### config.mk
export PLATFORM = sky130hd
export DESIGN_NAME = reg_scoreboard
export DESIGN_NICKNAME = d
export VERILOG_FILES = /design/src/rtl/reg_scoreboard_pkg.sv /design/src/rtl/reg_scoreboard_entry.sv /design/src/rtl/reg_scoreboard.sv
export SDC_FILE = /design/constraint.sdc
export NUM_CORES = 1
export LEC_CHECK = 0
export BUFFER_PORTS_ARGS = -buffer_cell sky130_fd_sc_hd__buf_2
export CAP_MARGIN = 20
export CORE_MARGIN = 2
export CORE_UTILIZATION = 67
export DETAILED_ROUTE_END_ITERATION = 10
export PLACE_DENSITY = 0.87
export SLEW_MARGIN = 0
export SYNTH_ARGS = -nofsm -noshare
export SYNTH_HDL_FRONTEND = slang
export SYNTH_HIERARCHICAL = 1
export SYNTH_SLANG_ARGS = --single-unit
### constraint.sdc
create_clock -name clk -period 7.95 [get_ports clk]
set_clock_uncertainty 0.15 [all_clocks]
set_input_delay 0.3975 -clock clk [delete_from_list [all_inputs] [get_ports clk]]
set_output_delay 0.3975 -clock clk [all_outputs]
set_load 0.02 [all_outputs]
### src/rtl/reg_scoreboard_pkg.sv
// Shared constants, per-register state layout and lookup response type for the
// multi-writer register scoreboard.
package core_sb_pkg;

  localparam int NUM_REGS_DEF = 32;
  localparam int MAX_PEND_DEF = 3;
  localparam int CNT_W_DEF    = $clog2(MAX_PEND_DEF + 1);
  localparam int LAT_W_DEF    = 3;
  localparam int REG_W        = 5;
  localparam int POP_W        = $clog2(NUM_REGS_DEF + 1);

  typedef struct packed {
    logic [CNT_W_DEF-1:0] cnt;
    logic [LAT_W_DEF-1:0] lat;
    logic                 load;
  } sb_entry_t;

  typedef struct packed {
    logic hazard;
    logic fwd_ok;
    logic is_load;
  } sb_src_rsp_t;

  function automatic logic [POP_W-1:0] popcount(input logic [NUM_REGS_DEF-1:0] v);
    logic [POP_W-1:0] n;
    n = '0;
    for (int i = 0; i < NUM_REGS_DEF; i++) n = n + POP_W'(v[i]);
    return n;
  endfunction

endpackage

### src/rtl/reg_scoreboard_entry.sv
// One scoreboard slot: pending-write count, youngest-writer latency countdown
// and load flag for a single architectural register.
module reg_scoreboard_entry
  import core_sb_pkg::*;
#(
  parameter int NUM_WB   = 2,
  parameter int MAX_PEND = MAX_PEND_DEF,
  parameter int LAT_W    = LAT_W_DEF,
  parameter int WB_W     = $clog2(NUM_WB + 1)
) (
  input  logic             clk,
  input  logic             rst_n,
  input  logic             flush,
  input  logic             issue_hit,
  input  logic [LAT_W-1:0] issue_lat,
  input  logic             issue_is_load,
  input  logic [WB_W-1:0]  wb_hits,
  output logic             busy,
  output logic             fwd_ok,
  output logic             is_load,
  output logic             full,
  output logic             underflow
);

  localparam int EW = CNT_W_DEF + WB_W;

  sb_entry_t            ent_q;
  logic [EW-1:0]        base;
  logic [EW-1:0]        wb_ext;
  logic [CNT_W_DEF-1:0] cnt_nxt;

  // Issue lands before retirement, so underflow is judged against cnt+issue.
  always_comb begin
    base      = EW'(ent_q.cnt) + EW'(issue_hit);
    wb_ext    = EW'(wb_hits);
    underflow = !flush && (wb_ext > base);
    cnt_nxt   = underflow ? '0 : CNT_W_DEF'(base - wb_ext);
  end

  always_ff @(posedge clk or negedge rst_n) begin
    if (!rst_n) begin
      ent_q <= '0;
    end else if (flush) begin
      ent_q <= '0;
    end else begin
      ent_q.cnt <= cnt_nxt;
      if (issue_hit) begin
        ent_q.lat  <= issue_lat;
        ent_q.load <= issue_is_load;
      end else if (ent_q.lat != '0) begin
        ent_q.lat <= ent_q.lat - 1'b1;
      end
    end
  end

  assign busy    = (ent_q.cnt != '0);
  assign fwd_ok  = (ent_q.lat == '0);
  assign is_load = ent_q.load;
  assign full    = (ent_q.cnt == CNT_W_DEF'(MAX_PEND));

endmodule

### src/rtl/reg_scoreboard.sv
// Multi-writer register scoreboard: issue decode, per-register entries,
// zero-latency source lookup, busy popcount and sticky underflow flag.
module reg_scoreboard
  import core_sb_pkg::*;
#(
  parameter int NUM_REGS = NUM_REGS_DEF,
  parameter int NUM_SRC  = 2,
  parameter int NUM_WB   = 2,
  parameter int MAX_PEND = MAX_PEND_DEF,
  parameter int LAT_W    = LAT_W_DEF,
  parameter int BC_W     = $clog2(NUM_REGS + 1)
) (
  input  logic                     clk,
  input  logic                     rst_n,
  input  logic                     flush,
  input  logic                     issue_valid,
  output logic                     issue_ready,
  input  logic [4:0]               issue_rd,
  input  logic                     issue_is_load,
  input  logic [LAT_W-1:0]         issue_lat,
  input  logic [NUM_WB-1:0]        wb_valid,
  input  logic [NUM_WB*5-1:0]      wb_rd,
  input  logic [NUM_SRC*5-1:0]     src_rs,
  input  logic [NUM_SRC-1:0]       src_use,
  output logic [NUM_SRC-1:0]       src_hazard,
  output logic [NUM_SRC-1:0]       src_fwd_ok,
  output logic [NUM_SRC-1:0]       src_is_load,
  output logic [NUM_REGS-1:0]      busy_vec,
  output logic [BC_W-1:0]          busy_count,
  output logic                     underflow_err
);

  localparam int WB_W = $clog2(NUM_WB + 1);

  logic [NUM_WB-1:0][REG_W-1:0]  wb_rd_a;
  logic [NUM_SRC-1:0][REG_W-1:0] src_rs_a;
  logic [NUM_REGS-1:0]           busy, lat_zero, ld, full, uf, issue_hit;
  logic [NUM_REGS-1:0][WB_W-1:0] wb_hits;
  sb_src_rsp_t [NUM_SRC-1:0]     rsp;
  logic                          fire;

  assign wb_rd_a  = wb_rd;
  assign src_rs_a = src_rs;

  assign issue_ready = !full[issue_rd] && !flush;
  assign fire        = issue_valid && issue_ready;

  // Count retirements per register; two ports on one rd yield a hit count of 2.
  always_comb begin
    for (int r = 0; r < NUM_REGS; r++) begin
      wb_hits[r] = '0;
      for (int p = 0; p < NUM_WB; p++)
        if (r != 0 && wb_valid[p] && wb_rd_a[p] == REG_W'(r))
          wb_hits[r] = wb_hits[r] + WB_W'(1);
    end
  end

  genvar r;
  generate
    for (r = 0; r < NUM_REGS; r++) begin : g_ent
      assign issue_hit[r] = (r != 0) && fire && (issue_rd == REG_W'(r));
      reg_scoreboard_entry #(
        .NUM_WB   (NUM_WB),
        .MAX_PEND (MAX_PEND),
        .LAT_W    (LAT_W)
      ) u_ent (
        .clk           (clk),
        .rst_n         (rst_n),
        .flush         (flush),
        .issue_hit     (issue_hit[r]),
        .issue_lat     (issue_lat),
        .issue_is_load (issue_is_load),
        .wb_hits       (wb_hits[r]),
        .busy          (busy[r]),
        .fwd_ok        (lat_zero[r]),
        .is_load       (ld[r]),
        .full          (full[r]),
        .underflow     (uf[r])
      );
    end
  endgenerate

  // Lookups see registered state only; a same-cycle issue is not bypassed.
  always_comb begin
    for (int s = 0; s < NUM_SRC; s++) begin
      logic pend;
      pend           = src_use[s] && (src_rs_a[s] != '0) && busy[src_rs_a[s]];
      rsp[s].hazard  = pend && !lat_zero[src_rs_a[s]];
      rsp[s].fwd_ok  = pend && lat_zero[src_rs_a[s]];
      rsp[s].is_load = pend && ld[src_rs_a[s]];
    end
  end

  genvar s;
  generate
    for (s = 0; s < NUM_SRC; s++) begin : g_src
      assign src_hazard[s]  = rsp[s].hazard;
      assign src_fwd_ok[s]  = rsp[s].fwd_ok;
      assign src_is_load[s] = rsp[s].is_load;
    end
  endgenerate

  always_comb begin
    busy_vec    = busy;
    busy_vec[0] = 1'b0;
  end

  assign busy_count = BC_W'(popcount(NUM_REGS_DEF'(busy_vec)));

  always_ff @(posedge clk or negedge rst_n) begin
    if (!rst_n)   underflow_err <= 1'b0;
    else if (|uf) underflow_err <= 1'b1;
  end

endmodule

* Word level (Yosys, flattened, before mapping)
Cells that the tools add are included.
** Cells by class
- Add/subtract/negate cells :: 155
- Order comparisons :: 35
- Eq/ne operators :: 125
- Multiplexer cells :: 234
- Reduce and logical (&&, ||, !) cells :: 304
** Operators with widths (count)
- 5-bit == test (second input constant) :: 48
- 6-bit two-way mux :: 32
- 3-bit two-way mux :: 63
- 3-bit nonzero test :: 63
- 6-bit by 1-bit adder with 6-bit output :: 28
- 1-bit logical AND :: 137
- 2-bit nonzero test :: 65
- 2-bit two-way mux :: 63
- 5-bit by 4-bit == test with 1-bit output (second input constant) :: 24
- 2-bit by 1-bit adder with 3-bit output :: 32
- 3-bit logical NOT :: 32
- 3-bit by 1-bit subtractor with 3-bit output (second input constant) :: 32
- 2-bit by 3-bit > comparator with 1-bit output :: 31
- 1-bit two-way mux :: 69
- 2-bit == test (second input constant) :: 32
- 1-bit by 1-bit adder with 2-bit output (second input constant) :: 31
- 2-bit subtractor :: 31
- 5-bit by 3-bit == test with 1-bit output (second input constant) :: 12
- 1-bit binary-select mux with 5-bit select :: 7
- 32-bit OR reduction :: 1
- 5-bit by 2-bit == test with 1-bit output (second input constant) :: 6
- 5-bit by 6-bit < comparator with 1-bit output (second input constant) :: 3
- 5-bit by 1-bit == test with 1-bit output (second input constant) :: 3
- 5-bit nonzero test :: 2
- 3 further kinds :: 6
** Word-level totals
- Flip-flop bits (word level) :: 192
- Input bits :: 37
- Output and inout bits :: 46
- Word-level logic and storage cells :: 949

* Logic depth before layout (Yosys ltp)
Gate-level depths: netlist (run 1).
- Depth after elaboration :: 31
- Depth in mapped cells :: 18
- Mapped depth without buffers :: 18

* Cells and area by module
Netlist (run 1), hierarchy kept.
** Modules (own cells, without submodules)
- reg_scoreboard_entry :: instances 32, cells each 44, area each 455.4 um^2, sequential area each 150.1 um^2
- reg_scoreboard :: instances 1, cells each 477, area each 4242.8 um^2, sequential area each 25.0 um^2

* Worst setup path before layout (run 1)
OpenSTA, ideal clock, no wires.
- Path kind :: register to output
- Start :: register g_ent[20].u_ent/ent_q[4] (netlist name)
- End :: output port busy_count[4]
- Data arrival time :: 4930 ps
- Required time :: 7403 ps
- Path slack :: 2472 ps
- Cell stages (with the launch flop) :: 19
- Path buffers :: 0
- Cell sequence :: dfrtp_1 > or2_2 > fa_1 > inv_1 > fa_1 > inv_1 > fa_1 > inv_1 > fa_1 > fa_1 > fa_1 > inv_1 > ha_1 > inv_1 > fa_1 > inv_1 > a21o_1 > a21oi_1 > xnor2_1
** On the way
- Cells in the longest elaborated chain, start to end :: 13
** RTL lines
- start: declaration :: line reg_scoreboard_entry.sv:27 : sb_entry_t ent_q;
- 2-bit nonzero test :: line reg_scoreboard_entry.sv:56 : assign busy = (ent_q.cnt != '0);
- via busy[20] :: line reg_scoreboard.sv:37 : logic [NUM_REGS-1:0] busy, lat_zero, ld, full, uf, issue_hit;
- 6-bit by 1-bit adder with 6-bit output (12 in a row) :: line reg_scoreboard_pkg.sv:27 : for (int i = 0; i < NUM_REGS_DEF; i++) n = n + POP_W'(v[i]);
- end: declaration :: line reg_scoreboard.sv:29 : output logic [BC_W-1:0] busy_count,
The timed path passes the listed nets, and every way through them passes these cells.

* Worst setup path after layout (run 1)
- Start :: register g_ent[3].u_ent/ent_q[4] (netlist name)
- End :: output port busy_count[5]
** On the way
- Cells in the longest elaborated chain, start to end :: 30
** RTL lines (line)
- start: declaration :: reg_scoreboard_entry.sv:27
- 2-bit nonzero test :: reg_scoreboard_entry.sv:56
- 2-bit by 1-bit adder with 3-bit output :: reg_scoreboard_pkg.sv:27
- 6-bit by 1-bit adder with 6-bit output (28 in a row) :: reg_scoreboard_pkg.sv:27
Every way passes these cells.

==> results.md, run 1 <==
* Outcome: finished clean
* Synth unique cells at 52
* FP Rows at 61
* Mapped Area at 18800 µm²
* R2r startpoint: g_ent[11].u_ent/ent_q[5]
* Final #Nets at 2236
* Headroom to the max-slew limit at 29.5%
* Total track usage at 34.8%
* PortBufs at 81
* Initial antenna violation count at 1
* Async SR Flop Fraction at 100%
* Final Cell Area at 19700 µm²
* CTS tree: built
* Crit-path cells: or2_2 > fa_1 > inv_1 > fa_1 > inv_1 > fa_1 > fa_1 > fa_1 > inv_1 > fa_1 > inv_1 > ha_1 > a21o_1 > a21oi_1 > nor2b_1 > o21a_1 > buf_2
* Most frequent cells in the layout: inv_1 (272), ha_1 (264), nor2_1 (195)
* Worst slack, placed at 2.25 ns
* Critical path launch point: g_ent[3].u_ent/ent_q[4]
* Total Neg Setup Slack at 0 ns
* Core area at 27700 µm²
* Most used cell, CP: fa_1
* Number of flops mapped to enable cells by yosys at 0
* Top delay family on crit path: adder cells
* Vias/cell at 6.33
* Yosys warning count at 6
* CTS clk-pin slew, worst paths at 0.08 ns
* Lkg Pwr at 9.13 nW
* Worst-skew pair later-pin latency at 0.46 ns
* CTS root buf: clkbuf_16
* Fin Hold WS at 0.295 ns
* Crit share post-route at 78.5%
* First-pass GRT wire length at 78800 µm
* Max rail drop VDD at 0.172 mV
* Routed WL at 48400 µm
* Ports at 83
* Non-Filler Instances at 2304
* Dominant cells by area after synthesis: dfrtp_1 (26%), ha_1 (18%), mux4_2 (5.9%)
* Vias in the first global route at 15200
* Critical Path Sink: busy_count[5]
* Initial Utilization at 67.9%
* Fin worst setup slack at 1.71 ns
* Final setup vio count at 0
* Transition time of the tightest slew-check pin at 1.05 ns
* Placed Cells incl. Taps at 2268
* Pin count of the biggest net entering global routing at 122
* Worst Path Max Fanout at 4
* Largest area contributor in the netlist: dfrtp_1
* Highest Clock Rate at 0.160 GHz
* DRT Pass-1 Iters at 6
* Crit path kind: flip-flop to primary output
* Leading cell type in the layout, fill and taps excluded: inv_1
* Sequential cell area at 4830 µm²
* Placement-stage cell area at 19100 µm²
* RR Endpoint: underflow_err
* CP required at 7.40 ns
* Slowest CP cell: fa_1
* Area Overhead vs Synth at 4.67%
* Mean post-synth cell area at 9.98 µm²
* Max_cap viols at 0
* Power Density at 230 nW/µm²
* Post-route DRC at 0
* Routability congestion estimate at 0.944
* Minimum setup slack among reg-to-reg paths at 2.63 ns
* Final Critical Period at 6.24 ns
* Clock tree buffer depth at 2
* Htree depth at 4
* Worst hold path class: input port to asynchronous set/reset pin
* Via count at 14600
* CP max stage delay at 0.59 ns
* Synth Flop Type: dfrtp_1
* Gr ovfl total at 0
* Post-CTS setup buffers at 0
* Final ANT Viol Nets at 0
* Final Hold Viols at 0
* # clock sinks at 193
* Worst Setup Start Kind: flip-flop
* WL per Instance at 21.0 µm
* Num CTS Buffers at 17
* CP Capture Type: primary output
* R2R cell count at 17
* Crit. path cell count at 17
* CP Data Arrival Time at 5.70 ns
* #FFs+latches synth at 193
* Cells after Synth at 1885
* Die Ht at 172 µm
* Initial drt markers at 1242
* Post-DP HPWL at 35300 µm
* Max Slew Vio Count at 0
* Die Area at 29400 µm²
* Share of cells above drive strength 1 at 20.1%
* Sequential area share after synthesis at 25.7%
* Post-synth top area share at 25.7%
* RSZ-0062 raised after global routing: no
* WP buf/inv at 5
* Layout fillers at 1965
* Area of the multi-input gates at 12200 µm²
* Die W at 172 µm
[worst min path at each step]
| stage | from | endpoint | slack [ns] | depth (start not counted) |
|---|---|---|---|---|
| 4_1_cts | flush | g_ent[9].u_ent/ent_q[4] | 0.37 | 2 |
| 5_1_grt | rst_n | g_ent[17].u_ent/ent_q[2] | 0.33 | 2 |
| 3_5_place_dp | g_ent[7].u_ent/is_load | g_ent[7].u_ent/is_load | 0.38 | 2 |
| 2_1_floorplan | rst_n | g_ent[0].u_ent/ent_q[1] | -0.05 | 0 |
| 6_report | rst_n | g_ent[17].u_ent/ent_q[3] | 0.29 | 2 |
| 3_3_place_gp | g_ent[23].u_ent/is_load | g_ent[23].u_ent/is_load | 0.37 | 2 |
[flip-flops by register name (all words and copies together) (netlist names)]
register             cells
g_ent.u_ent/is_load     32
underflow_err            1
g_ent.u_ent/ent_q      160
[synthesized netlist by cell type (8+ instances only)]
cell and count:
inv_1 272, ha_1 264, nor2_1 195, dfrtp_1 193, nor2b_1 110, nor3_1 101
a21oi_1 71, a2111oi_2 65, nor2b_4 65, mux2i_1 55, mux4_2 49, buf_6 36
or2_2 36, buf_4 35, nor3b_1 33, o21a_1 33, or3_1 33, a221oi_2 32
and2_1 32, xor2_1 32, fa_1 23, nand2_1 20, nand3_1 13, nand2b_1 12
nor4_1 12, clkbuf_1 10, buf_2 8
[area by class of cell]
class / instances / area share (%)
clock inverter: 15 / 0.724
sequential: 193 / 24.5
multi-input combinational: 1333 / 62.2
tap: 378 / 2.40
clock buffer: 17 / 2.16
timing repair buffer: 95 / 2.81
inverter: 272 / 5.18
antenna: 1 / 0.0127
[logic make-up (layout without fill, tap and decap cells)]
family / count (synthesis) / count (layout) / synth area share, %
simple gates: 675 / 675 / 21.8
buf+inv: 364 / 399 / 9.51
fa+ha+maj: 287 / 287 / 20.0
compound gates: 216 / 216 / 11.6
flops: 193 / 193 / 25.7
mux: 114 / 114 / 9.79
xor+xnor: 35 / 35 / 1.63
other cells: 1 / 7 / 0.0199
[layer usage]
metal  routed length (µm)  vias to the layer above  GRT usage (%)
li1                     -                     6510              -
met1                18500                     7129           43.2
met2                23000                      750           57.7
met3                 4460                      204           6.60
met4                 2440                        0           18.2
met5                    0                        -              0
[timing repair]
| item | 4_1_cts | 5_1_grt |
|---|---|---|
| endpoints found under the hold margin | 3 | 0 |
| hold buffers | 1 | 0 |
| setup endpoints to repair | 0 | 0 |
| gates resized for setup | 0 | 0 |
[power by group]
group	internal [mW]	switching [mW]	leakage (nW)
registers	1.20	0.162	2.59
clock network	0.418	0.460	0.281
logic	1.03	1.26	6.26
total	2.65	1.88	9.13
[stage by stage]
stage	power [mW]	utilization (%)
2_1_floorplan	3.10	-
3_3_place_gp	3.47	68.8
3_5_place_dp	3.62	68.9
4_1_cts	4.51	71.0
5_1_grt	4.82	71.1
6_report	4.53	71.1
Note: power is estimated with default switching activity, not from simulation.
==> run 2, diff against run 1 <==
--- a/config.mk
+++ b/config.mk
@@ -8,9 +8,9 @@
 export BUFFER_PORTS_ARGS = -buffer_cell sky130_fd_sc_hd__buf_2
 export CAP_MARGIN = 20
 export CORE_MARGIN = 2
-export CORE_UTILIZATION = 67
+export CORE_UTILIZATION = 58
 export DETAILED_ROUTE_END_ITERATION = 10
-export PLACE_DENSITY = 0.87
+export PLACE_DENSITY = 0.8
 export SLEW_MARGIN = 0
 export SYNTH_ARGS = -nofsm -noshare
 export SYNTH_HDL_FRONTEND = slang
==> constraint.sdc (replaced) <==
create_clock -name clk -period 5.72 [get_ports clk]
set_clock_uncertainty 0.15 [all_clocks]
set_input_delay 0.286 -clock clk [delete_from_list [all_inputs] [get_ports clk]]
set_output_delay 0.286 -clock clk [all_outputs]
set_load 0.02 [all_outputs]
==> run 2 against run 1 <==
The run now ends with setup timing left. Via count decreased by 0.90%. Sequential power increased by 40%. Global-route usage fell by 4.5 points. Die area rose by 15%. Worst setup slack got worse by 2.0 ns. First-iteration DRC count down 9.2%. Highest routed layer unchanged.
==> results.md, run 2 (synthesis gave the netlist of run 1 again) <==
* Worst-skew pair later-pin latency at 0.46 ns (about the same)
* Worst Setup Start Kind: flip-flop (unchanged)
* Crit share post-route at 104%
* Crit path kind: flip-flop to primary output (unchanged)
* Sequential cell area at 4830 µm² (unchanged)
* Most used cell, CP: fa_1 (unchanged)
* Headroom to the max-slew limit at 28.9% (was 29.5%)
* Worst Path Max Fanout at 2 (was 4)
* Most frequent cells in the layout: inv_1 (268), ha_1 (263), nor2_1 (195) (was inv_1 (272), ha_1 (264), nor2_1 (195))
* Share of cells above drive strength 1 at 21.9% (was 20.1%)
* Vias/cell at 6.12 (was 6.33)
* Highest Clock Rate at 0.168 GHz
* Initial drt markers at 1128 (was 1242)
* Placement-stage cell area at 19300 µm² (was 19100 µm²)
* Outcome: finished, violations left (was finished clean)
* Transition time of the tightest slew-check pin at 1.07 ns (was 1.05 ns)
* CP max stage delay at 0.56 ns (was 0.59 ns)
* Clock tree buffer depth at 2 (unchanged)
* Layout fillers at 2454 (was 1965)
* CP Capture Type: primary output (unchanged)
* CTS root buf: clkbuf_16 (unchanged)
* Area of the multi-input gates at 12300 µm² (was 12200 µm²)
* PortBufs at 81 (unchanged)
* Slowest CP cell: fa_1 (unchanged)
* Leading cell type in the layout, fill and taps excluded: inv_1 (unchanged)
* Largest Register: g_ent.u_ent/ent_q (unchanged)
* DRT Pass-1 Iters at 7 (was 6)
* Fin worst setup slack at -0.245 ns (was 1.71 ns)
* Via count at 14500 (was 14600)
* Die Area at 33900 µm² (was 29400 µm²)
* Routed WL at 49700 µm (was 48400 µm)
* CP Data Arrival Time at 5.53 ns (was 5.70 ns)
* Initial antenna violation count at 2 (was 1)
* Num CTS Buffers at 17 (unchanged)
* Routability congestion estimate at 0.912 (was 0.944)
* Max_cap viols at 0 (unchanged)
* Worst slack, placed at 0.0537 ns (was 2.25 ns)
* Core area at 31700 µm² (was 27700 µm²)
* Post-route DRC at 0 (unchanged)
* CTS tree: built (unchanged)
* Max Slew Vio Count at 0 (unchanged)
* Final Cell Area at 20100 µm² (was 19700 µm²)
* Pin count of the biggest net entering global routing at 100 (was 122)
* Total track usage at 30.3% (was 34.8%)
* Critical path launch point: g_ent[20].u_ent/ent_q[4] (was g_ent[3].u_ent/ent_q[4])
* Flip-flop count of the largest register after layout at 160 (unchanged)
* Final setup vio count at 5 (was 0)
* Final ANT Viol Nets at 0 (unchanged)
* # clock sinks at 193 (unchanged)
* First-pass GRT wire length at 79100 µm (was 78800 µm)
* Htree depth at 4 (unchanged)
* Failing checks: setup timing
* Area Overhead vs Synth at 6.88% (was 4.67%)
* HP Start: flush
* Power Density at 319 nW/µm² (was 230 nW/µm²)
* Final Critical Period at 5.96 ns
* Ports at 83 (unchanged)
* Max rail drop VDD at 0.256 mV (was 0.172 mV)
* CTS clk-pin slew, worst paths at 0.08 ns (about the same)
* Gr ovfl total at 0 (unchanged)
* CP required at 5.28 ns (was 7.40 ns)
* Final #Nets at 2270 (was 2236)
* Post-DP HPWL at 35800 µm (was 35300 µm)
* FP Rows at 65 (was 61)
* Fin Hold WS at 0.258 ns (was 0.295 ns)
* R2r startpoint: g_ent[22].u_ent/ent_q[4] (was g_ent[11].u_ent/ent_q[5])
* Vias in the first global route at 14700 (was 15200)
* Crit-path cells: or2_4 > fa_1 > inv_2 > fa_1 > inv_1 > fa_1 > inv_1 > fa_1 > fa_1 > fa_1 > inv_2 > ha_4 > inv_2 > fa_2 > inv_1 > a21o_1 > a21oi_2 > xnor2_1 > buf_4 (was or2_2 > fa_1 > inv_1 > fa_1 > inv_1 > fa_1 > fa_1 > fa_1 > inv_1 > fa_1 > inv_1 > ha_1 > a21o_1 > a21oi_1 > nor2b_1 > o21a_1 > buf_2)
* Lkg Pwr at 9.31 nW (was 9.13 nW)
* Die Ht at 184 µm (was 172 µm)
* Final Hold Viols at 0 (unchanged)
* Initial Utilization at 59.3% (was 67.9%)
* WL per Instance at 21.0 µm (about the same)
* Die W at 184 µm (was 172 µm)
* Worst hold path class: input port to flip-flop (was input port to asynchronous set/reset pin)
* RSZ-0062 raised after global routing: yes (was no)
[run 2: cell type report]
type	count	area share [%]
diodes	3	0.0373
inverters	272	5.09
well taps	402	2.50
clock inverters	14	0.896
clock buffers	18	2.13
flip-flops and latches	193	24.0
multi-input cells	1333	61.3
repair buffers	129	4.03
[run 2: what timing repair did]
action | in CTS | in global routing
gates resized for setup | 21 | 13
gates cloned | 0 | 0
pin swaps | 9 | 7
endpoints found under the hold margin | 97 | 0
endpoints found under the setup margin | 5 | 5
hold buffers | 1 | 0
buffers inserted | 4 | 7
[run 2: power breakdown]
group | total [mW] | switching, mW | internal [mW]
Sequential | 1.90 | 0.229 | 1.67
Combinational | 3.26 | 1.76 | 1.51
Clock | 1.26 | 0.664 | 0.599
[run 2: path summary, 6_finish.rpt]
check                      cells past startpoint                  endpoint  slack [ns]
min                                            2  g_ent[13].u_ent/ent_q[4]        0.26
min reg2reg                                    2    g_ent[3].u_ent/is_load        0.41
max reg2reg                                   20             underflow_err        0.68
max                                           19             busy_count[4]       -0.24
max in group asynchronous                      3  g_ent[15].u_ent/ent_q[5]        3.81
min in group asynchronous                      2  g_ent[18].u_ent/ent_q[3]        0.33
[run 2: stage by stage]
stage / setup TNS, ns / std cells / total power, mW / util (%)
after CTS: -0.332 / 2354 / 6.37 / 63.1
final: -0.581 / 2364 / 6.42 / 63.4
after floorplan: 0 / 1890 / 4.31 / -
after global routing: -1.10 / 2362 / 6.86 / 63.4
after global placement: 0 / 2317 / 4.84 / 60.8
after detailed placement: 0 / 2317 / 5.04 / 60.8
[run 2: layer usage]
layer / up-vias / GRT usage, % / wire length, µm
li1: 6572 / - / -
met1: 7184 / 38.7 / 20200
met2: 576 / 50.0 / 23900
met3: 130 / 5.91 / 3720
met4: 0 / 13.4 / 1920
met5: - / 0 / 0
[run 2: worst max-delay path: cells and delay by family (launching register included)]
| family | cells | cell delay, ns |
|---|---|---|
| adders and majority gates | 8 | 3.53 |
| buffers and inverters | 7 | 0.49 |
| DFF | 1 | 0.39 |
| and+or+nand+nor | 1 | 0.27 |
| AOI/OAI and AO/OA | 2 | 0.24 |
| xor gates and xnor gates | 1 | 0.17 |
